===== config.mk =====
export PLATFORM = sky130hd
export DESIGN_NAME = keypad_fifo_encoder
export DESIGN_NICKNAME = d
export VERILOG_FILES = /design/src/rtl/keypad_fifo_encoder.sv
export SDC_FILE = /design/constraint.sdc
export NUM_CORES = 1
export LEC_CHECK = 0
export BUFFER_PORTS_ARGS = -buffer_cell sky130_fd_sc_hd__buf_2
export CAP_MARGIN = 25
export CORE_MARGIN = 2
export CORE_UTILIZATION = 40
export DETAILED_ROUTE_END_ITERATION = 10
export PLACE_DENSITY = 0.63
export SKIP_CTS_REPAIR_TIMING = 1
export SLEW_MARGIN = 10
export SYNTH_ARGS = -nofsm -noshare
export SYNTH_HDL_FRONTEND = slang
export SYNTH_SLANG_ARGS = --single-unit

===== constraint.sdc =====
create_clock -name clk -period 3.9 [get_ports clk]
set_clock_uncertainty 0.15 [all_clocks]
set_input_delay 0.78 -clock clk [delete_from_list [all_inputs] [get_ports clk]]
set_output_delay 0.78 -clock clk [all_outputs]
set_load 0.05 [all_outputs]

===== src/rtl/keypad_fifo_encoder.sv =====
// Push-button front end: synchronise raw key lines, priority-encode, debounce the code,
// and queue one event per debounced press in a small valid/ready FIFO.
module keypad_fifo_encoder #(
  parameter int N_KEYS          = 10,
  parameter int CODE_W          = 4,
  parameter int DEBOUNCE_CYCLES = 4,
  parameter int FIFO_DEPTH      = 4
) (
  input  logic                          clk,
  input  logic                          reset,
  input  logic [N_KEYS-1:0]             opciones,
  input  logic                          limpiar,
  input  logic                          listo,
  output logic [CODE_W-1:0]             numero,
  output logic                          valido,
  output logic [CODE_W-1:0]             tecla_actual,
  output logic [$clog2(FIFO_DEPTH):0]   cuenta,
  output logic                          desborde
);

  localparam int PTR_W = $clog2(FIFO_DEPTH);
  localparam int CNT_W = (DEBOUNCE_CYCLES > 1) ? $clog2(DEBOUNCE_CYCLES) : 1;
  localparam logic [CODE_W-1:0] NO_KEY   = CODE_W'(N_KEYS);
  localparam logic [CNT_W-1:0]  CNT_LAST = CNT_W'(DEBOUNCE_CYCLES - 1);
  localparam logic [PTR_W:0]    FULL     = (PTR_W + 1)'(FIFO_DEPTH);

  logic [N_KEYS-1:0] sync_a;
  logic [N_KEYS-1:0] sinc;
  logic [CODE_W-1:0] cand;
  logic [CODE_W-1:0] pend;
  logic [CODE_W-1:0] estable;
  logic [CNT_W-1:0]  cnt;
  logic              commit;
  logic              evento;

  logic [CODE_W-1:0] mem [FIFO_DEPTH];
  logic [PTR_W-1:0]  wr_ptr;
  logic [PTR_W-1:0]  rd_ptr;
  logic              pop;
  logic              push;
  logic              lleno;
  logic              drop;

  always_ff @(posedge clk or posedge reset) begin
    if (reset) begin
      sync_a <= '0;
      sinc   <= '0;
    end else begin
      sync_a <= opciones;
      sinc   <= sync_a;
    end
  end

  // Lowest index wins: scan downward so the last hit is the lowest set bit.
  always_comb begin
    cand = NO_KEY;
    for (int i = N_KEYS - 1; i >= 0; i--) begin
      if (sinc[i]) cand = CODE_W'(i);
    end
  end

  assign commit = (cand == pend) && (pend != estable) && (cnt == CNT_LAST);
  assign evento = commit && (pend != NO_KEY);

  always_ff @(posedge clk or posedge reset) begin
    if (reset) begin
      pend    <= NO_KEY;
      estable <= NO_KEY;
      cnt     <= '0;
    end else if (cand != pend) begin
      pend <= cand;
      cnt  <= '0;
    end else if (pend != estable) begin
      if (cnt == CNT_LAST) begin
        estable <= pend;
        cnt     <= '0;
      end else begin
        cnt <= cnt + CNT_W'(1);
      end
    end else begin
      cnt <= '0;
    end
  end

  assign valido = (cuenta != '0);
  assign lleno  = (cuenta == FULL);
  assign pop    = valido && listo;
  assign push   = evento && (!lleno || pop);
  assign drop   = evento && lleno && !pop;

  always_ff @(posedge clk or posedge reset) begin
    if (reset) begin
      wr_ptr   <= '0;
      rd_ptr   <= '0;
      cuenta   <= '0;
      desborde <= 1'b0;
    end else if (limpiar) begin
      wr_ptr   <= '0;
      rd_ptr   <= '0;
      cuenta   <= '0;
      desborde <= 1'b0;
    end else begin
      if (push) wr_ptr <= wr_ptr + PTR_W'(1);
      if (pop)  rd_ptr <= rd_ptr + PTR_W'(1);
      case ({push, pop})
        2'b10:   cuenta <= cuenta + (PTR_W + 1)'(1);
        2'b01:   cuenta <= cuenta - (PTR_W + 1)'(1);
        default: cuenta <= cuenta;
      endcase
      if (drop) desborde <= 1'b1;
    end
  end

  // Storage needs no reset: numero is masked whenever the FIFO is empty.
  always_ff @(posedge clk) begin
    if (push && !limpiar) mem[wr_ptr] <= pend;
  end

  assign numero       = valido ? mem[rd_ptr] : NO_KEY;
  assign tecla_actual = estable;

endmodule

==> results of run 1 <==
power groups by stage:
stage | Combinational (mW) | Sequential (mW) | Clock (mW)
after floorplan | 0.0764 | 0.631 | 0
after global placement | 0.102 | 0.631 | 0
after detailed placement | 0.103 | 0.632 | 0
after CTS | 0.104 | 0.620 | 0.321
after global routing | 0.113 | 0.624 | 0.348
final | 0.102 | 0.620 | 0.311
metal layers:
metal  global-route usage, %  up-vias
li1                        -      667
met5                       0        -
met2                    21.5       33
met4                    5.59        0
met1                    17.4      655
met3                    3.37        7
state kept, by name (all words and copies together) (netlist names):
signal        flops
tecla_actual      4
pend              4
cnt               2
desborde          1
rd_ptr            2
mem              16
wr_ptr            2
sinc             10
cuenta            3
sync_a           10
cells in the mapped netlist, drive strengths merged, types with 2 or more instances:
| cell type | number | share of area, % |
|---|---|---|
| dfrtp | 34 | 37 |
| o311ai | 2 | 0.75 |
| or3 | 3 | 0.81 |
| mux4 | 4 | 3.9 |
| nor3b | 7 | 3.1 |
| and2 | 4 | 1.1 |
| nor4 | 3 | 1.4 |
| or2 | 2 | 0.54 |
| dfstp | 4 | 4.5 |
| nor3 | 2 | 0.43 |
| nor2b | 4 | 1.1 |
| xnor2 | 2 | 0.75 |
| ha | 5 | 2.7 |
| mux2 | 6 | 2.9 |
| clkbuf | 3 | 0.54 |
| nand4b | 2 | 0.75 |
| a211oi | 2 | 0.64 |
| xor2 | 5 | 1.9 |
| a21oi | 4 | 0.86 |
| inv | 6 | 0.97 |
| buf | 3 | 1.2 |
| edfxtp | 16 | 21 |
| nand2 | 7 | 1.1 |
| a31oi | 2 | 0.54 |
| nor2 | 20 | 3.3 |
| mux2i | 2 | 0.86 |
logic make-up after synthesis:
family          after synthesis  share of synthesized area (%)
xor+xnor                      7                           2.63
flops                        54                           61.7
simple gates                 61                           16.5
compound gates               17                           5.37
mux                          12                           7.63
fa+ha+maj                     6                           3.54
buf+inv                      12                           2.68
how the worst max path moves through the flow:
| stage | cells past startpoint | slack (ns) | to |
|---|---|---|---|
| after detailed placement | 11 | 0.88 | cuenta[2] |
| after floorplan | 11 | 1.12 | cuenta[1] |
| after CTS | 11 | 0.84 | cuenta[2] |
| final | 11 | 0.83 | cuenta[2] |
| after global routing | 11 | 0.57 | cuenta[2] |
| after global placement | 11 | 0.96 | cuenta[2] |
worst max-delay path, stage by stage, from the launching register on:
cell and delay (ns):
dfrtp_1 0.43, nor4_1 0.43, nand4b_1 0.15, a31oi_1 0.25, nand4_2 0.20, nor2_2 0.30, nor2_1 0.10, fa_1 0.39
nor2_1 0.12, o21a_1 0.13, a31oi_1 0.04, mux2_2 0.28
metrics by stage:
step | setup WS [ns] | area, µm²
detailed placement | 0.882 | 2520
finish | 0.831 | 2600
global route | 0.571 | 2600
CTS | 0.842 | 2600
floorplan | 1.12 | 2330
global placement | 0.955 | 2520
cell type report:
| type | instances | area (µm²) |
|---|---|---|
| clock inverters | 1 | 6.26 |
| flip-flops and latches | 54 | 1440 |
| fillers | 498 | 2970 |
| clock buffers | 7 | 80.1 |
| inverters | 6 | 22.5 |
| multi-input cells | 103 | 831 |
| well taps | 72 | 90.1 |
| repair buffers | 27 | 138 |
==> results.json, run 1 <==
{
  "first_global_vias": 1374,
  "intPower_mw": 0.771,
  "vias_per_cell": 5.04,
  "top_layer": "met4",
  "cp.required_ns": 3.95,
  "syn_area_per_cell_um2": 13.8,
  "dr_wl_met3_um": 154,
  "cap_violations": 0,
  "first_iter_violations": 62,
  "finalHoldViolations": 0,
  "wl_met1_mm": 1.64,
  "num_vias": 1362,
  "power_mw": 1.03,
  "hp-start": "sync_a[2]",
  "rsz0062_at_grt": "false",
  "numCtsBuffers": 5,
  "final_nets": 217,
  "hold_depth": 0,
  "ys_types": 47,
  "cts.sinks": 54,
  "p_leak_nw": 1.11,
  "setup_viol": 0,
  "wl_per_cell_um": 13.5,
  "ff2ff_setup_slack_ns": 0.83,
  "fin_crit_ns": 3.07,
  "core_area_um2": 5570,
  "start_kind": "flip-flop",
  "grt_max_degree": 39,
  "drt_wl_total_mm": 3.65,
  "netlist_area_um2": 2330,
  "place_inst": 262,
  "drive_gt1_share_pct": 29.3,
  "finalNonFillerCells": 270,
  "final_common_cell": "dfrtp_1",
  "clk_path_buf_depth": 2,
  "status": "finished clean",
  "globalplace.congestion": 0.803,
  "io_buffers": 26,
  "rows": 27,
  "ant_nets": 0,
  "slew_headroom_pct": 63.8,
  "switching_power_mw": 0.261,
  "io_pins": 27,
  "layout_common_cells": "dfrtp_1 (34), buf_2 (26), nor2_1 (19)",
  "postSynthCellCount": 169,
  "grt_pass1_wl_mm": 6.49,
  "die_w_um": 80.3,
  "worst_slew_pin_slew_ns": 0.536,
  "synthArstFlopShare_pct": 70.4,
  "crit_start": "sinc[7]",
  "finalCritPeriodShare_pct": 78.7,
  "met2WireLength_mm": 1.78,
  "vdd_drop_max_mv": 0.234,
  "critPathKind": "reg2reg",
  "cts_root_buf": "clkbuf_8",
  "hold_end": "sinc[2]",
  "syn2layout_area_growth_pct": 11.8,
  "synth_warnings": 0,
  "hold_slack_ns": 0.204,
  "power_frac_comb_pct": 9.8,
  "crit_path_max_fanout": 6,
  "fin_setup_tns_ns": 0,
  "hold_class": "reg2reg",
  "drc": 0,
  "dp_hpwl_mm": 2.63,
  "synth_edf_count": 16,
  "cp.arrival_ns": 3.12,
  "ff2ff_path_depth": 11,
  "first_pass_iters": 5,
  "synth-seq-cells": 54,
  "final_core_util_pct": 46.7,
  "antenna_found_initial": 0,
  "reg2reg_to": "cuenta[2]",
  "insertion_delay_ns": 0.30,
  "synth_ff_type": "dfrtp_1",
  "sequentialPowerShare_pct": 60.0,
  "r2r_start": "sinc[7]",
  "crit_path_end_kind": "flip-flop",
  "h-tree-depth": 2,
  "track_usage_pct": 13.4,
  "netSwitchingFraction_pct": 25.3,
  "grt-ovfl-total": 0,
  "fmax_mhz": 326,
  "syn_nets": 189,
  "seq_area_frac_synth_pct": 61.7,
  "start_util_pct": 41.8,
  "clkPwrFrac_pct": 30.1,
  "cts_tree": "built",
  "die_area_um2": 6450,
  "p_per_area_nw_per_um2": 396,
  "clk_pin_slew_ns": 0.09,
  "die_y_um": 80.3,
  "finalMaxSlewViolations": 0,
  "antenna_cells": 0
}
Power figures use the tool's default switching activity.
==> inputs of run 2 (changes only) <==
==> constraint.sdc (replaced) <==
create_clock -name clk -period 2.85 [get_ports clk]
set_clock_uncertainty 0.15 [all_clocks]
set_input_delay 0.57 -clock clk [delete_from_list [all_inputs] [get_ports clk]]
set_output_delay 0.57 -clock clk [all_outputs]
set_load 0.05 [all_outputs]
==> run 2 against run 1 <==
Effect of this change: critical path depth did not move; utilization rose by 2.5 points; sequential share of layout area fell by 2.6 points; setup slack got worse by 0.69 ns; largest cell class unchanged; highest routed layer unchanged; total power rose by 43%; final cell count rose by 3.7%; first-iteration DRC count rose by 9.7%; fmax rose by 13%.
==> results.json, run 2 (same netlist as run 1, synthesis figures left out) <==
{
  "netSwitchingFraction_pct": 24.6,
  "clk_pin_slew_ns": 0.09,
  "numCtsBuffers": 5,
  "switching_power_mw": 0.362,
  "track_usage_pct": 13.2,
  "worst_slew_pin_slew_ns": 0.602,
  "reg_top3": "mem: 16 flops, sinc: 10 flops, sync_a: 10 flops",
  "rows": 27,
  "fin_crit_ns": 2.71,
  "vias_per_cell": 4.96,
  "crit_start": "sinc[0]",
  "finalCritPeriodShare_pct": 95.1,
  "cpMaxStageDelayCell": "or4b_2",
  "die_y_um": 80.3,
  "die_area_um2": 6450,
  "cts.sinks": 54,
  "ant_nets": 0,
  "hold_class": "reg2reg",
  "intPower_mw": 1.11,
  "h-tree-depth": 2,
  "largest_reg_flops": 16,
  "fmax_mhz": 369,
  "dpl_cell_area_um2": 2560,
  "setup_viol": 0,
  "status": "finished clean",
  "cp.required_ns": 2.90,
  "cts_tree": "built",
  "crit_path_max_fanout": 6,
  "start_kind": "flip-flop",
  "fillCellCount": 486,
  "p_leak_nw": 1.20,
  "first_iter_violations": 68,
  "hold_slack_ns": 0.204,
  "ff2ff_setup_slack_ns": 0.14,
  "die_w_um": 80.3,
  "grt_pass1_wl_mm": 6.28,
  "start_util_pct": 41.8,
  "power_frac_comb_pct": 11.0,
  "grt_max_degree": 39,
  "drt_wl_total_mm": 3.81,
  "wl_per_cell_um": 13.6,
  "first_global_vias": 1338,
  "antenna_found_initial": 0,
  "final_common_cell": "dfrtp_1",
  "globalplace.congestion": 0.793,
  "drive_gt1_share_pct": 36.1,
  "crit_chain": "or4b_2 > o2111ai_1 > a211oi_2 > nand4_2 > nor2_2 > nor2_1 > fa_1 > nor2_1 > o21a_1 > a31oi_1 > mux2_2",
  "p_per_area_nw_per_um2": 537,
  "drc": 0,
  "finalHoldViolations": 0,
  "antenna_cells": 0,
  "crit_path_end_kind": "flip-flop",
  "dp_hpwl_mm": 2.71,
  "syn2layout_area_growth_pct": 17.7,
  "power_mw": 1.47,
  "final_nets": 227,
  "finalMaxSlewViolations": 0,
  "fin_setup_tns_ns": 0,
  "clkPwrFrac_pct": 31.7,
  "cts_root_buf": "clkbuf_8",
  "rsz0062_at_grt": "true",
  "sequentialPowerShare_pct": 57.3,
  "layout_common_cells": "dfrtp_1 (31), buf_2 (26), nor2_1 (19)",
  "core_area_um2": 5570,
  "hp-start": "sync_a[1]",
  "design_area_um2": 2740,
  "first_pass_iters": 4,
  "cp.arrival_ns": 2.76,
  "insertion_delay_ns": 0.31,
  "cap_violations": 0,
  "clk_path_buf_depth": 2,
  "vdd_drop_max_mv": 0.336,
  "cp_common_cell": "nor2_1",
  "io_buffers": 26,
  "max_stage_delay_ns": 0.64,
  "slew_headroom_pct": 59.3,
  "io_pins": 27,
  "r2r_start": "sinc[0]",
  "regMostFlops": "mem",
  "num_vias": 1388,
  "grt-ovfl-total": 0,
  "critPathKind": "reg2reg"
}
-- run 2: changes by cell type in the layout (fill, tap and decap cells not counted), sizes merged --
cell	change
inv	-1
buf	+9
clkbuf	+1
clkinv	+1
-- run 2: path summary, 6_finish.rpt --
kind                                   end  depth (start not counted)
hold reg to reg                    sinc[1]                          0
setup / recovery                 cuenta[2]                         11
max in group asynchronous  tecla_actual[3]                          3
setup reg to reg                 cuenta[2]                         11
hold / removal                     sinc[1]                          0
min in group asynchronous        rd_ptr[1]                          3
-- run 2: layout make-up --
cell class	instances	area (µm²)	share of cell area, %
Tap cell	72	90.1	3.29
Sequential cell	54	1440	52.5
Timing Repair Buffer	37	210	7.67
Inverter	6	22.5	0.822
Clock inverter	1	8.76	0.319
Multi-Input combinational cell	103	872	31.8
Clock buffer	7	97.6	3.56
-- run 2: metrics by stage --
step	std cells	setup slack (ns)	utilization [%]
floorplan	169	0.0721	-
global placement	268	0.0432	46.0
detailed placement	268	-0.0106	46.0
CTS	276	-0.0353	47.9
global route	280	-0.0425	49.2
finish	280	0.139	49.2
-- run 2: metal layers --
layer / global-route usage (%) / share of wire, % / vias to the layer above
met1: 16.1 / 45 / 674
met5: 0 / 0 / -
met4: 6.61 / 1.3 / 0
met3: 3.03 / 3.9 / 4
met2: 22.0 / 50 / 30
li1: - / - / 680
-- run 2: worst max-delay path: cells and delay by family, from the launching register on --
family                     cells  cell delay [ns]
and+or+nand+nor                5             0.98
muxes                          1             0.35
AOI/OAI and AO/OA              4             0.46
adders and majority gates      1             0.20
DFF                            1             0.46
-- run 2: power by group through the flow --
stage	clock network, mW	logic, mW	registers [mW]
CTS	0.484	0.153	0.844
detailed placement	0	0.152	0.860
global route	0.524	0.177	0.848
global placement	0	0.151	0.859
floorplan	0	0.105	0.863
finish	0.466	0.162	0.844
